[config.mk]
export PLATFORM = sky130hd
export DESIGN_NAME = fetch_controller
export DESIGN_NICKNAME = d
export VERILOG_FILES = /design/src/rtl/fetch_controller.sv
export SDC_FILE = /design/constraint.sdc
export NUM_CORES = 1
export LEC_CHECK = 0
export CAP_MARGIN = 20
export CORE_MARGIN = 5
export CORE_UTILIZATION = 40
export CTS_CLUSTER_SIZE = 40
export DETAILED_ROUTE_END_ITERATION = 16
export GPL_TIMING_DRIVEN = 0
export SLEW_MARGIN = 20
export SYNTH_ARGS = -nofsm -noshare
export SYNTH_HDL_FRONTEND = slang
export SYNTH_SLANG_ARGS = --single-unit
[constraint.sdc]
create_clock -name clk -period 3.03 [get_ports clk]
set_clock_uncertainty 0.2 [all_clocks]
set_input_delay 0.303 -clock clk [delete_from_list [all_inputs] [get_ports clk]]
set_output_delay 0.303 -clock clk [all_outputs]
set_load 0.05 [all_outputs]
[src/rtl/fetch_controller.sv]
// Instruction fetch sequencer: walks the ROM and queues {instr, word addr}; fetch-to-head latency 1 cycle.
// Consumer backpressure fills the DEPTH-entry queue and then stalls the PC; a full queue still pushes on a pop.
module fetch_controller #(
    parameter int DEPTH = 4
) (
    input  logic                     clk,
    input  logic                     reset,
    output logic [7:0]               rom_addr,
    input  logic [31:0]              rom_data,
    output logic                     out_valid,
    output logic [31:0]              out_instr,
    output logic [31:0]              out_pc,
    input  logic                     out_ready,
    input  logic                     redirect_valid,
    input  logic [31:0]              redirect_pc,
    output logic                     halted,
    output logic [$clog2(DEPTH):0]   count
);

    localparam int PW = $clog2(DEPTH);
    localparam int CW = PW + 1;

    logic [7:0]    pc_q, pc_d;
    logic          halted_q, halted_d;
    logic [PW-1:0] head_q, head_d;
    logic [PW-1:0] tail_q, tail_d;
    logic [CW-1:0] count_q, count_d;

    logic [31:0]   instr_mem [DEPTH];
    logic [7:0]    addr_mem  [DEPTH];

    logic          pop;
    logic          can_push;
    logic          push;
    logic          redirect_pc_unused;

    assign redirect_pc_unused = ^{redirect_pc[31:10], redirect_pc[1:0]};

    assign rom_addr  = pc_q;
    assign halted    = halted_q;
    assign count     = count_q;
    assign out_valid = (count_q != '0);
    assign out_instr = out_valid ? instr_mem[head_q] : 32'h0;
    assign out_pc    = out_valid ? {22'h0, addr_mem[head_q], 2'b00} : 32'h0;

    always_comb begin
        pop      = out_valid & out_ready;
        can_push = !halted_q && !redirect_valid && ((count_q < CW'(DEPTH)) || pop);
        push     = can_push && (rom_data != 32'h0);

        pc_d     = pc_q;
        halted_d = halted_q;
        head_d   = head_q;
        tail_d   = tail_q;
        count_d  = count_q;

        if (redirect_valid) begin
            pc_d     = redirect_pc[9:2];
            halted_d = 1'b0;
            head_d   = '0;
            tail_d   = '0;
            count_d  = '0;
        end else begin
            if (pop) begin
                head_d = head_q + PW'(1);
            end
            if (push) begin
                tail_d = tail_q + PW'(1);
            end
            // A zero word, or the last ROM word, stops fetch with the PC parked where it is.
            if (can_push) begin
                if ((rom_data == 32'h0) || (pc_q == 8'hFF)) begin
                    halted_d = 1'b1;
                end else begin
                    pc_d = pc_q + 8'd1;
                end
            end
            count_d = count_q + CW'(push) - CW'(pop);
        end
    end

    always_ff @(posedge clk or posedge reset) begin
        if (reset) begin
            pc_q     <= 8'h0;
            halted_q <= 1'b0;
            head_q   <= '0;
            tail_q   <= '0;
            count_q  <= '0;
        end else begin
            pc_q     <= pc_d;
            halted_q <= halted_d;
            head_q   <= head_d;
            tail_q   <= tail_d;
            count_q  <= count_d;
        end
    end

    // Queue payload needs no reset: the head is masked whenever count is zero.
    always_ff @(posedge clk) begin
        if (push) begin
            instr_mem[tail_q] <= rom_data;
            addr_mem[tail_q]  <= pc_q;
        end
    end

endmodule
# ---- Word-level counts from Yosys, hierarchy flattened
# Memory sizes are Yosys's and may differ from the RTL's.
# Cells that the tools add are included.
dict set report totals {
  output_inout_bits 77
  memories 2
  register_bits 16
  elab_cells 47
  ramBits 160
}
dict set report classes {
  n_eq_ne 2
  n_addsub 5
  n_bitwise 1
  n_reduce_logical 16
  muxes 15
  n_lt_le_gt_ge 1
}
# memory words width rd rd_ports_with_merged_regs wr line
set memory_table {}
lappend memory_table {instr_mem 4 32 1 0 1 29} ;# logic [31:0] instr_mem [DEPTH];
lappend memory_table {addr_mem 4 8 1 0 1 30} ;# logic [7:0] addr_mem [DEPTH];
# cell count
set ops {}
lappend ops {{32-bit logical NOT} 1}
lappend ops {{32-bit 2-to-1 mux} 1}
lappend ops {{32-bit nonzero test} 1}
lappend ops {{8-bit 2-to-1 mux} 3}
lappend ops {{10-bit 2-to-1 mux} 1}
lappend ops {{8-bit by 1-bit adder with 8-bit output, second input constant} 1}
lappend ops {{8-bit == test, second input constant} 1}
lappend ops {{2-bit 2-to-1 mux} 4}
lappend ops {{2-bit nonzero test} 4}
lappend ops {{1-bit 2-to-1 mux} 5}
lappend ops {{2-bit by 1-bit adder with 2-bit output, second input constant} 2}
lappend ops {{2-bit AND reduction} 2}
lappend ops {{3-bit by 1-bit adder with 3-bit output} 1}
lappend ops {{1-bit logical AND} 3}
lappend ops {{3-bit < comparator, second input constant} 1}
lappend ops {{3-bit 2-to-1 mux} 1}
lappend ops {{3-bit nonzero test} 1}
lappend ops {{3-bit by 1-bit subtractor with 3-bit output} 1}
lappend ops {{1-bit logical NOT} 2}
lappend ops {{1-bit logical OR} 2}
lappend ops {{2-bit inequality test, second input constant} 1}
lappend ops {{1-bit AND} 1}

# ---- Logic depth before layout (Yosys ltp)
# Gate-level depths: netlist of run 1.
dict set report logic_depth {
  depth_word 8
  mapped_depth 12
}

# ---- Least setup slack after synthesis of run 1
# OpenSTA, ideal clock, no wires.
dict set report synth_path {
  path_kind {reg-to-reg}
  start {reg count_q[2], in the netlist count[2]}
  end {mem addr_mem[1][0] (enable)}
  path_slack_ns 0.276
  period_less_slack_ns 2.754
  stages_incl_launch_ff 6
  required_time_ns 2.429
  setup_time_ns 0.401
  arrival_time_ns 2.152
  cell_sequence {dfrtp_1 > nor2b_4 > nor3_2 > o21a_2 > buf_6 > and2_1}
}
dict set report synth_between {
  elab_chain_cells 7
  elab_cells_between_ends 8
  cone_classes {order compare (1); mux (2); bitwise (1); reduce/logical (4)}
}
# item line
set synth_rtl {}
lappend synth_rtl {{start: declaration} 27} ;# logic [CW-1:0] count_q, count_d;
lappend synth_rtl {{start signal: assignment} 94} ;# count_q <= count_d;
lappend synth_rtl {{branches (longest 2 deep; another with 3-bit < comparator)} --}
lappend synth_rtl {{1-bit logical OR *} 48} ;# can_push = !halted_q && !redirect_valid && ((count_q < CW'(DEPTH)) || pop);
lappend synth_rtl {{1-bit logical AND *} 48}
lappend synth_rtl {{1-bit logical AND *} 49} ;# push = can_push && (rom_data != 32'h0);
lappend synth_rtl {{1-bit 2-to-1 mux *} 100} ;# if (push) begin
lappend synth_rtl {{1-bit 2-to-1 mux (implied by the code) *} 102} ;# addr_mem[tail_q] <= pc_q;
lappend synth_rtl {{end: declaration} 30}
# Every way passes the cells marked *.

# ---- Worst setup path in the final report of run 1
dict set report layout_path {
  start {in rom_data[1]}
  end {reg count_q[2], in the netlist count[2]}
}
dict set report layout_between {
  elab_chain_cells 5
}
# item line
set layout_rtl {}
lappend layout_rtl {{start: declaration} 9} ;# input logic [31:0] rom_data,
lappend layout_rtl {{32-bit nonzero test} 49}
lappend layout_rtl {{1-bit logical AND} 49}
lappend layout_rtl {{3-bit by 1-bit adder with 3-bit output} 78} ;# count_d = count_q + CW'(push) - CW'(pop);
lappend layout_rtl {{3-bit by 1-bit subtractor with 3-bit output} 78}
lappend layout_rtl {{3-bit 2-to-1 mux} 57} ;# if (redirect_valid) begin
lappend layout_rtl {{named net count_d[2]} 27}
# The timed path passes the listed nets, and every way through them passes these cells.
# A chain may end at the register's enable or synchronous reset.

==> results of run 1 <==
[routing by layer]
| layer | GRT usage, % | wire, um | vias up |
|---|---|---|---|
| li1 | - | - | 1769 |
| met1 | 18.29 | 6270 | 1952 |
| met2 | 24.68 | 7690 | 104 |
| met3 | 3.991 | 826 | 6 |
| met4 | 3.107 | 87 | 0 |
| met5 | 0 | 0 | - |
[layout make-up]
class | count | area, um^2 | share of cell area (%)
Tap cell | 229 | 286.5 | 3.093
Sequential cell | 176 | 5205 | 56.19
Clock buffer | 18 | 429.2 | 4.633
Inverter | 10 | 37.54 | 0.4052
Buffer | 42 | 286.5 | 3.093
Multi-Input combinational cell | 191 | 1919 | 20.72
Clock inverter | 14 | 176.4 | 1.905
Timing Repair Buffer | 96 | 922.1 | 9.955
[power breakdown]
group	leakage (nW)	switching, mW	internal (mW)	total (mW)
clock network	0.292	0.904	1.31	2.22
logic	1.38	1.98	1.02	3.00
registers	1.66	0.108	2.89	3.00
[what timing repair did]
item,4_1_cts,5_1_grt
pin swaps,1,3
endpoints found under the setup margin,41,3
resized for setup,51,9
endpoints found under the hold margin,0,0
[placed cells by master, fill, tap and decap left out, types with 4 or more instances in the layout]
cell type,count
clkbuf_1,5
buf_2,6
a21oi_1,4
buf_4,28
dfrtp_1,16
mux4_2,40
inv_6,6
and2_4,4
nor2_1,10
dlymetal6s2s_1,4
nor2b_1,4
and2_1,41
nor4_1,4
nor4_2,4
ha_1,7
clkdlybuf4s50_1,53
conb_1,24
nand2_1,8
dlygate4sd2_1,39
clkbuf_16,17
inv_1,9
edfxtp_1,160
[worst max-delay path, delay by kind of cell]
family,cells,cell delay (ps)
buf+inv,5,790
compound gates,1,300
xor+xnor,1,170
simple gates,3,670
fa+ha+maj,3,740
[registers in the layout, indices dropped and copies added (netlist names)]
signal	cells
addr_mem	32
count	3
halted	1
head_q	2
instr_mem	128
rom_addr	8
tail_q	2
[cell families after synthesis]
family	share of synthesized area, %
AOI/OAI and AO/OA	1.855
xor gates and xnor gates	0.6013
adders and majority gates	1.477
buffers and inverters	4.277
DFF	71.45
muxes	12.37
other	0.05148
and+or+nand+nor	7.918
[path summary, 6_finish.rpt]
check / slack, ps / cells past startpoint / endpoint / from
hold / removal: 70 / 1 / instr_mem[0][16] / rom_data[16]
setup / recovery: 100 / 13 / count[2] / rom_data[1]
min in group asynchronous: 90 / 2 / rom_addr[2] / reset
hold reg to reg: 360 / 2 / halted / halted
setup reg to reg: 350 / 9 / count[2] / count[1]
max in group asynchronous: 2110 / 2 / head_q[0] / reset
==> summary.md, run 1 <==
| Metric | Value |
|---|---|
| Synth top cells by count | edfxtp_1, and2_1, mux4_2 |
| RSZ-0062 raised after global routing | true |
| Post-synth top area share | 65.96% |
| Synthesized flop and latch total | 176 |
| Final std cells w/o fill | 776 |
| Total Routed Length | 14870 um |
| Vias/cell | 4.937 |
| Avg WL per Cell | 19.17 um |
| Syn Area/Cell | 18.35 um^2 |
| Endpoints failing hold | 0 |
| DIE AREA | 21010 um^2 |
| Crit Path Max Fanout | 10 |
| Syn Std Cell Area | 7284 um^2 |
| Number of flops mapped to enable cells by yosys | 160 |
| IO Count | 145 |
| Leading area contributor after synthesis | edfxtp_1 |
| Final Net Count | 610 |
| TritonCTS Buffers | 17 |
| Status | finished, final reports clean |
| Routed via count | 3831 |
| Largest net degree at the start of global routing | 41 |
| Pleak | 3.339 nW |
| Slew margin rel. | 54.37% |
| Rows | 49 |
| VDD IR max | 547.3 uV |
| Finished Cell Area | 9263 um^2 |
| CTS tree | done |
| CTS clk-pin slew, worst paths | 70 ps |
| Htree depth | 4 |
| Max Slew Vio Count | 0 |
| Area Growth Syn to Fin | 27.16% |
| Cell Area, Placed | 8628 um^2 |
| Seq/Total Area, Yosys | 71.45% |
| Initial antenna violation count | 0 |
| Chip width | 145.0 um |
| Placed cell count | 745 |
| Place WS | -748.7 ps |
| # port buffers | 96 |
| Ant diodes | 0 |
| Grt ovf | 0 |
| Ys async rst share | 9.091% |
| DP HPWL | 9754 um |
| Worst-path cell chain | clkdlybuf4s50_1, nor4_4, nand4_1, o21a_2, inv_2, buf_6, ha_1, inv_1, ha_1, inv_1, fa_1, xnor2_1, nor2_1 |
| Fmax achieved | 0.3417 GHz |
| Root Driver | clkbuf_16 |
| WS Path Type | in2reg |
| Top cells by area, synth | edfxtp_1, mux4_2, dfrtp_1 |
| Slew @ Worst Pin | 683.7 ps |
| Leading cell type by number of instances after synthesis | edfxtp_1 |
| Final Util | 51.56% |
| Number of remaining DRC errors | 0 |
| Initial DRC Count | 189 |
| Ys flop type | edfxtp_1 |
| Pwr Total | 8.218 mW |
| Fin crit period | 2926 ps |
| GRT Total Usage | 14.36% |
| Share of cells above drive strength 1 | 22.67% |
| Setup-failing EPs final | 0 |
| Synth cell types | 47 |
| CP max stage delay | 500 ps |
| Pwr dens | 887.3 nW/um^2 |
| Syn Inst Count | 397 |
| Clk_lat worst skew | 420 ps |
| Vias in the first global route | 4185 |
| # fillers | 1488 |
| Crit path max-delay cell type | clkdlybuf4s50_1 |
| Setup TNS Final | 0 ps |
| Post-DRT Antenna Nets | 0 |
| Crit end category | register |
| CP Launch Type | input port |
| First-pass GRT wire length | 23400 um |
| Crit path DAT | 3010 ps |
| First drt pass iteration count | 4 |
| Final period util | 96.57% |
| Max_cap viols | 0 |
| RePlAce Congestion | 0.7374 |
| Core Box Area | 17960 um^2 |
| Clk sinks | 176 |
| Initial Util | 40.55% |
| Chip height | 145.0 um |
| CTS max path bufs | 2 |
| Setup Buffers After CTS | 0 |
| Synthesis Warnings | 0 |
| Worst hold path class | in2reg |
| CP required | 3110 ps |
| Final WS setup | 103.9 ps |
| Worst hold margin | 67.03 ps |
| Hold-fix buffers, CTS | 0 |
(Power assumes the default switching activity.)
==> run 2, diff against run 1 <==
--- a/config.mk
+++ b/config.mk
@@ -5,6 +5,7 @@
 export SDC_FILE = /design/constraint.sdc
 export NUM_CORES = 1
 export LEC_CHECK = 0
+export ABC_AREA = 1
 export CAP_MARGIN = 20
 export CORE_MARGIN = 5
 export CORE_UTILIZATION = 40
==> summary.md, run 2 <==
| Metric | Value |
|---|---|
| DIE AREA | 22020 um^2 (+4.8%) |
| Max_cap viols | 0 (unchanged) |
| Final period util | 95.13% (-1.4 points) |
| Slew margin rel. | 56.20% (+1.8 points) |
| Xor/xnor cell area share of the yosys netlist | 0.2286% (-0.37 points) |
| Synth top cells by count | nor2_1, edfxtp_1, o21ai_0 |
| Max reg flops | 128 (unchanged) |
| Synth cell types | 31 (-34%) |
| Leading area contributor after synthesis | edfxtp_1 |
| # port buffers | 96 (unchanged) |
| Status | finished, final reports clean |
| GRT Total Usage | 17.02% (+2.7 points) |
| Most frequent cells in the layout | nor2_1, edfxtp_1, o21ai_0, clkdlybuf4s50_1, nand2_1 |
| Crit end category | primary output |
| Top cells by area, synth | edfxtp_1, nor2_1, dfrtp_1 |
| Worst hold path class | in2async |
| Fmax achieved | 0.3469 GHz (+1.5%) |
| # fillers | 1651 (+11%) |
| Share of cells above drive strength 1 | 11.18% (-11 points) |
| Largest family of logic cells by synthesized area | simple AND/OR/NAND/NOR gates |
| Ys flop type | edfxtp_1 |
| Crit Path Max Fanout | 10 (unchanged) |
| CP required | 2530 ps (-580 ps) |
| Chip height | 148.4 um (+2.4%) |
| Hold-fix buffers, CTS | 0 (unchanged) |
| Slew @ Worst Pin | 656.3 ps (-27.37 ps) |
| Initial DRC Count | 318 (+68%) |
| CTS max path bufs | 2 (unchanged) |
| Place WS | -276.2 ps (+472.5 ps) |
| Leading cell type by number of instances after synthesis | nor2_1 |
| Ant diodes | 0 (unchanged) |
| Pwr dens | 930.7 nW/um^2 (+4.9%) |
| TritonCTS Buffers | 17 (unchanged) |
| RSZ-0062 raised after global routing | false |
| Vias in the first global route | 5436 (+30%) |
| Grt ovf | 0 (unchanged) |
| Initial Util | 40.82% (+0.27 points) |
| Post-DRT Antenna Nets | 0 (unchanged) |
| Final WS setup | 147.5 ps (+43.67 ps) |
| Final Net Count | 922 (+51%) |
| Routed via count | 5380 (+40%) |
| Crit path DAT | 2380 ps (-630 ps) |
| Htree depth | 4 (unchanged) |
| Simple logic cell fraction of the synthesized area | 15.53% (+7.6 points) |
| Clk_lat worst skew | 420 ps (about the same) |
| Ys async rst share | 9.091% (unchanged) |
| Max Slew Vio Count | 0 (unchanged) |
| VDD IR max | 534.3 uV (-2.4%) |
| Fin crit period | 2882 ps (-43.66 ps) |
| CP Launch Type | register |
| Largest register by flop count | instr_mem |
| Initial antenna violation count | 1 (+1) |
| Setup-failing EPs final | 0 (unchanged) |
| Post-Synth Adder-Cell Area | 1.405% (-0.073 points) |
| Area Growth Syn to Fin | 27.75% |
| First drt pass iteration count | 5 (+1) |
| Mux share of post-synthesis cell area | 0% (-12 points) |
| Synthesized flop and latch total | 176 (unchanged) |
| Reg2Reg Depth | 11 (+2) |
| WS Path Type | reg2out |
| Core Box Area | 18770 um^2 (+4.5%) |
| Largest net degree at the start of global routing | 20 (-51%) |
| DP HPWL | 12460 um (+28%) |
| Syn Area/Cell | 10.94 um^2 (-40%) |
| Chip width | 148.4 um (+2.4%) |
| Pleak | 3.777 nW (+13%) |
| RePlAce Congestion | 0.8007 (+8.6%) |
| Total Routed Length | 18530 um (+25%) |
| Syn Inst Count | 700 (+76%) |
| Rows | 50 (+2.0%) |
| Worst hold margin | 65.00 ps (-2.021 ps) |
| Syn Std Cell Area | 7661 um^2 (+5.2%) |
| Root Driver | clkbuf_16 |
| Vias/cell | 4.922 (-0.30%) |
| Endpoints failing hold | 0 (unchanged) |
| Clk sinks | 176 (unchanged) |
| Compound-Gate Fraction of Synth Area | 8.754% (+6.9 points) |
| Number of remaining DRC errors | 0 (unchanged) |
| Number of flops mapped to enable cells by yosys | 160 (unchanged) |
| CTS tree | done |
| IO Count | 145 (unchanged) |
| Area occupied by multi-input gates | 2111 um^2 (+10%) |
| Post-synth top area share | 62.71% (-3.2 points) |
| Synthesis Warnings | 0 (unchanged) |
| First-pass GRT wire length | 28840 um (+23%) |
| Avg WL per Cell | 16.95 um (-12%) |
| Commonest non-fill, non-tap cell in the layout | nor2_1 |
| Seq/Total Area, Yosys | 67.94% (-3.5 points) |
| Reg area | 5205 um^2 (unchanged) |
| CTS clk-pin slew, worst paths | 60 ps (about the same) |
-- run 2: cell types whose count changed in the layout (fill, tap and decap cells not counted), moves of 15 or more --
cell     change
nor2_1     +197
mux4_2      -40
nand3_1     +20
o21ai_1     +15
nand2_1     +41
o21ai_0     +68
and2_1      -40
inv_1       +15
a21oi_1     +39
-- run 2: area by class of cell --
class | instances | share of cell area, %
Inverter | 27 | 1.036
Sequential cell | 176 | 53.18
Clock inverter | 14 | 1.457
Timing Repair Buffer | 104 | 11.58
Buffer | 57 | 3.797
Clock buffer | 18 | 4.385
Multi-Input combinational cell | 463 | 21.57
Tap cell | 234 | 2.992
-- run 2: timing repair --
item | 4_1_cts | 5_1_grt
gates resized for setup | 45 | 3
endpoints found under the setup margin | 40 | 3
cloned | 0 | 0
setup buffers | 0 | 0
-- run 2: layer usage --
metal / track usage [%] / wire length (um) / vias up
li1: - / - / 2646
met1: 21.09 / 7986 / 2539
met2: 29.41 / 9194 / 162
met3: 3.961 / 1003 / 31
met4: 5.820 / 328 / 2
met5: 0 / 13 / -
-- run 2: power breakdown --
part / leakage (nW) / internal (mW) / total [mW] / switching (mW)
clock network: 0.256 / 1.21 / 2.10 / 0.894
registers: 1.67 / 3.00 / 3.14 / 0.137
logic: 1.85 / 1.02 / 3.87 / 2.85
total: 3.78 / 5.22 / 9.11 / 3.89
-- run 2: final timing paths --
check,from,end,slack (ps)
max reg2reg,count[1],count[2],400
min in group clk,redirect_pc[9],rom_addr[7],340
min,reset,halted,70
max,head_q[0],out_pc[9],150
min reg2reg,halted,halted,350
max in group asynchronous,reset,head_q[1],2140
-- run 2: logic make-up (layout without fill, tap and decap cells) --
family | Yosys count | count (layout)
adders and majority gates | 8 | 8
and+or+nand+nor | 297 | 297
xor gates and xnor gates | 2 | 2
buffers and inverters | 84 | 220
AOI/OAI and AO/OA | 132 | 132
other | 1 | 24
DFF | 176 | 176
-- run 2: per-stage QoR --
step / setup TNS, ps / utilization [%] / std cells / instance area [um^2] / power, mW
2_1_floorplan: -51630 / - / 723 / 7747 / 5.806
3_3_place_gp: -348620 / 47.96 / 1053 / 9001 / 7.186
3_5_place_dp: -441.1 / 49.29 / 1061 / 9251 / 7.339
4_1_cts: 0 / 52.11 / 1093 / 9779 / 9.190
5_1_grt: 0 / 52.15 / 1093 / 9787 / 9.551
6_report: 0 / 52.15 / 1093 / 9787 / 9.109
-- run 2: worst max-delay path, stage by stage, from the launching register on --
cell           delay [ps]
dfrtp_1               390
inv_2                 130
buf_1                 420
o21ai_0               180
a21oi_1               280
dlygate4sd2_1         570
==> run 3, diff against run 2 <==
--- a/config.mk
+++ b/config.mk
@@ -9,6 +9,7 @@
 export CAP_MARGIN = 20
 export CORE_MARGIN = 5
 export CORE_UTILIZATION = 40
+export CTS_BUF_LIST = sky130_fd_sc_hd__clkbuf_4 sky130_fd_sc_hd__clkbuf_8
 export CTS_CLUSTER_SIZE = 40
 export DETAILED_ROUTE_END_ITERATION = 16
 export GPL_TIMING_DRIVEN = 0
==> summary.md, run 3 (synthesis gave the netlist of run 2 again) <==
| Metric | Value |
|---|---|
| Commonest non-fill, non-tap cell in the layout | nor2_1 |
| Final Util | 51.11% (-1.0 points) |
| Worst hold path class | in2async |
| Post-DRT Antenna Nets | 0 (unchanged) |
| CP Launch Point | head_q[0] |
| Clk sinks | 176 (unchanged) |
| CTS tree | done |
| # fillers | 1666 (+0.91%) |
| # port buffers | 96 (unchanged) |
| Pleak | 3.677 nW (-2.6%) |
| Area occupied by multi-input gates | 2111 um^2 (unchanged) |
| Max Slew Vio Count | 0 (unchanged) |
| Worst hold margin | 19.54 ps (-45.46 ps) |
| Crit path DAT | 2400 ps (+20 ps) |
| Slew margin rel. | 57.08% (+0.88 points) |
| Finished Cell Area | 9593 um^2 (-2.0%) |
| Area Growth Syn to Fin | 25.22% |
| Clk_lat worst skew | 460 ps (+40 ps) |
| CTS clk-pin slew, worst paths | 90 ps (+30 ps) |
| CTS max path bufs | 2 (unchanged) |
| Ant diodes | 0 (unchanged) |
| Grt ovf | 0 (unchanged) |
| RSZ-0062 raised after global routing | false |
| Vias/cell | 4.906 (-0.33%) |
| Max_cap viols | 0 (unchanged) |
| Reg area | 5205 um^2 (unchanged) |
| Htree depth | 4 (unchanged) |
| Root Driver | clkbuf_8 |
| GRT Total Usage | 16.86% (-0.16 points) |
| Vias in the first global route | 5376 (-1.1%) |
| Worst reg2reg startpoint | count[1] |
| Status | finished, final reports clean |
| DIE AREA | 22020 um^2 (unchanged) |
| VDD IR max | 540.7 uV (+1.2%) |
| Slew @ Worst Pin | 643.2 ps (-13.15 ps) |
| WS Path Type | reg2out |
| Endpoints failing hold | 0 (unchanged) |
| RePlAce Congestion | 0.8007 (unchanged) |
| Pwr dens | 892.5 nW/um^2 (-4.1%) |
| Largest register by flop count | instr_mem |
| Largest net degree at the start of global routing | 20 (unchanged) |
| DP HPWL | 12460 um (unchanged) |
| Max reg flops | 128 (unchanged) |
| Routed via count | 5362 (-0.33%) |
| Final Net Count | 922 (unchanged) |
| CP Launch Type | register |
| Share of cells above drive strength 1 | 11.64% (+0.47 points) |
| Initial Util | 40.82% (unchanged) |
| TritonCTS Buffers | 17 (unchanged) |
| Rows | 50 (unchanged) |
| Fmax achieved | 0.3442 GHz (-0.79%) |
| Setup-failing EPs final | 0 (unchanged) |
| First-pass GRT wire length | 28640 um (-0.72%) |
| Number of remaining DRC errors | 0 (unchanged) |
| Crit end category | primary output |
| Crit Path Max Fanout | 10 (unchanged) |
| Initial DRC Count | 317 (-0.31%) |
| Final period util | 95.89% (+0.76 points) |
| Chip height | 148.4 um (unchanged) |
| Cell Area, Placed | 9251 um^2 (unchanged) |
| Setup Buffers After CTS | 0 (unchanged) |
| Chip width | 148.4 um (unchanged) |
| Reg2Reg Depth | 11 (unchanged) |
| Total Routed Length | 18340 um (-0.98%) |
| Most frequent cells in the layout | nor2_1, edfxtp_1, o21ai_0, clkdlybuf4s50_1, nand2_1 |
| Avg WL per Cell | 16.78 um (-0.98%) |
| First drt pass iteration count | 5 (unchanged) |
| Initial antenna violation count | 0 (-1) |
| IO Count | 145 (unchanged) |
| Fin crit period | 2906 ps (+23.04 ps) |
| Core Box Area | 18770 um^2 (unchanged) |
| CP required | 2530 ps (about the same) |
run 3: changes by cell type in the layout (fill, tap and decap cells not counted):
cell / before / now
buf_1: 1 / 0
dlymetal6s2s_1: 1 / 0
clkbuf_4: 0 / 1
clkbuf_16: 17 / 0
dlygate4sd2_1: 40 / 36
clkbuf_8: 2 / 19
clkbuf_2: 5 / 8
clkbuf_1: 14 / 13
clkdlybuf4s15_1: 0 / 3
run 3: critical path, cell delays in order (launching register included):
cell,delay (ps)
dfrtp_1,390
inv_2,130
clkbuf_1,400
o21ai_0,170
a21oi_1,280
dlygate4sd2_1,570
run 3: per-stage QoR:
step                TNS (ps)  setup WS, ps  total power [mW]  std cells
global placement     -348620         -2235             7.186       1053
detailed placement    -441.1        -276.2             7.339       1061
finish                     0         124.5             8.561       1093
global route               0         1.471             8.995       1093
floorplan             -51630        -322.7             5.806        723
CTS                        0         92.37             8.628       1093
run 3: final cells by class:
type / count / share of cell area, %
Clock buffer: 18 / 2.517
Tap cell: 234 / 3.052
Buffer: 57 / 3.887
Clock inverter: 14 / 1.487
Sequential cell: 176 / 54.26
Timing Repair Buffer: 104 / 11.74
Multi-Input combinational cell: 463 / 22.00
Inverter: 27 / 1.056
run 3: worst paths after layout:
kind                       slack, ps     endpoint
max                              120    out_pc[9]
min                               20     count[2]
max reg2reg                      390     count[2]
min reg2reg                      360       halted
max in group asynchronous       2190  rom_addr[4]
min in group clk                 300  rom_addr[7]
run 3: repair_timing:
item / CTS / global route
setup endpoints to repair: 41 / 8
resized for setup: 46 / 10
cloned: 0 / 0
hold buffers: 0 / 0
run 3: routing by layer:
metal  part of all wire (%)  GRT usage, %  vias up  wire (um)
li1                       -             -     2641          -
met1                     44         20.98     2548       8053
met2                     50         29.25      152       9095
met3                    5.0         3.809       21        911
met4                    1.5         5.497        0        283
met5                      0             0        -          0
run 3: where the power goes:
part | switching, mW | internal (mW) | leakage, nW
clock | 0.831 | 0.735 | 0.172
combinational | 2.85 | 1.01 | 1.83
sequential | 0.136 | 2.99 | 1.67
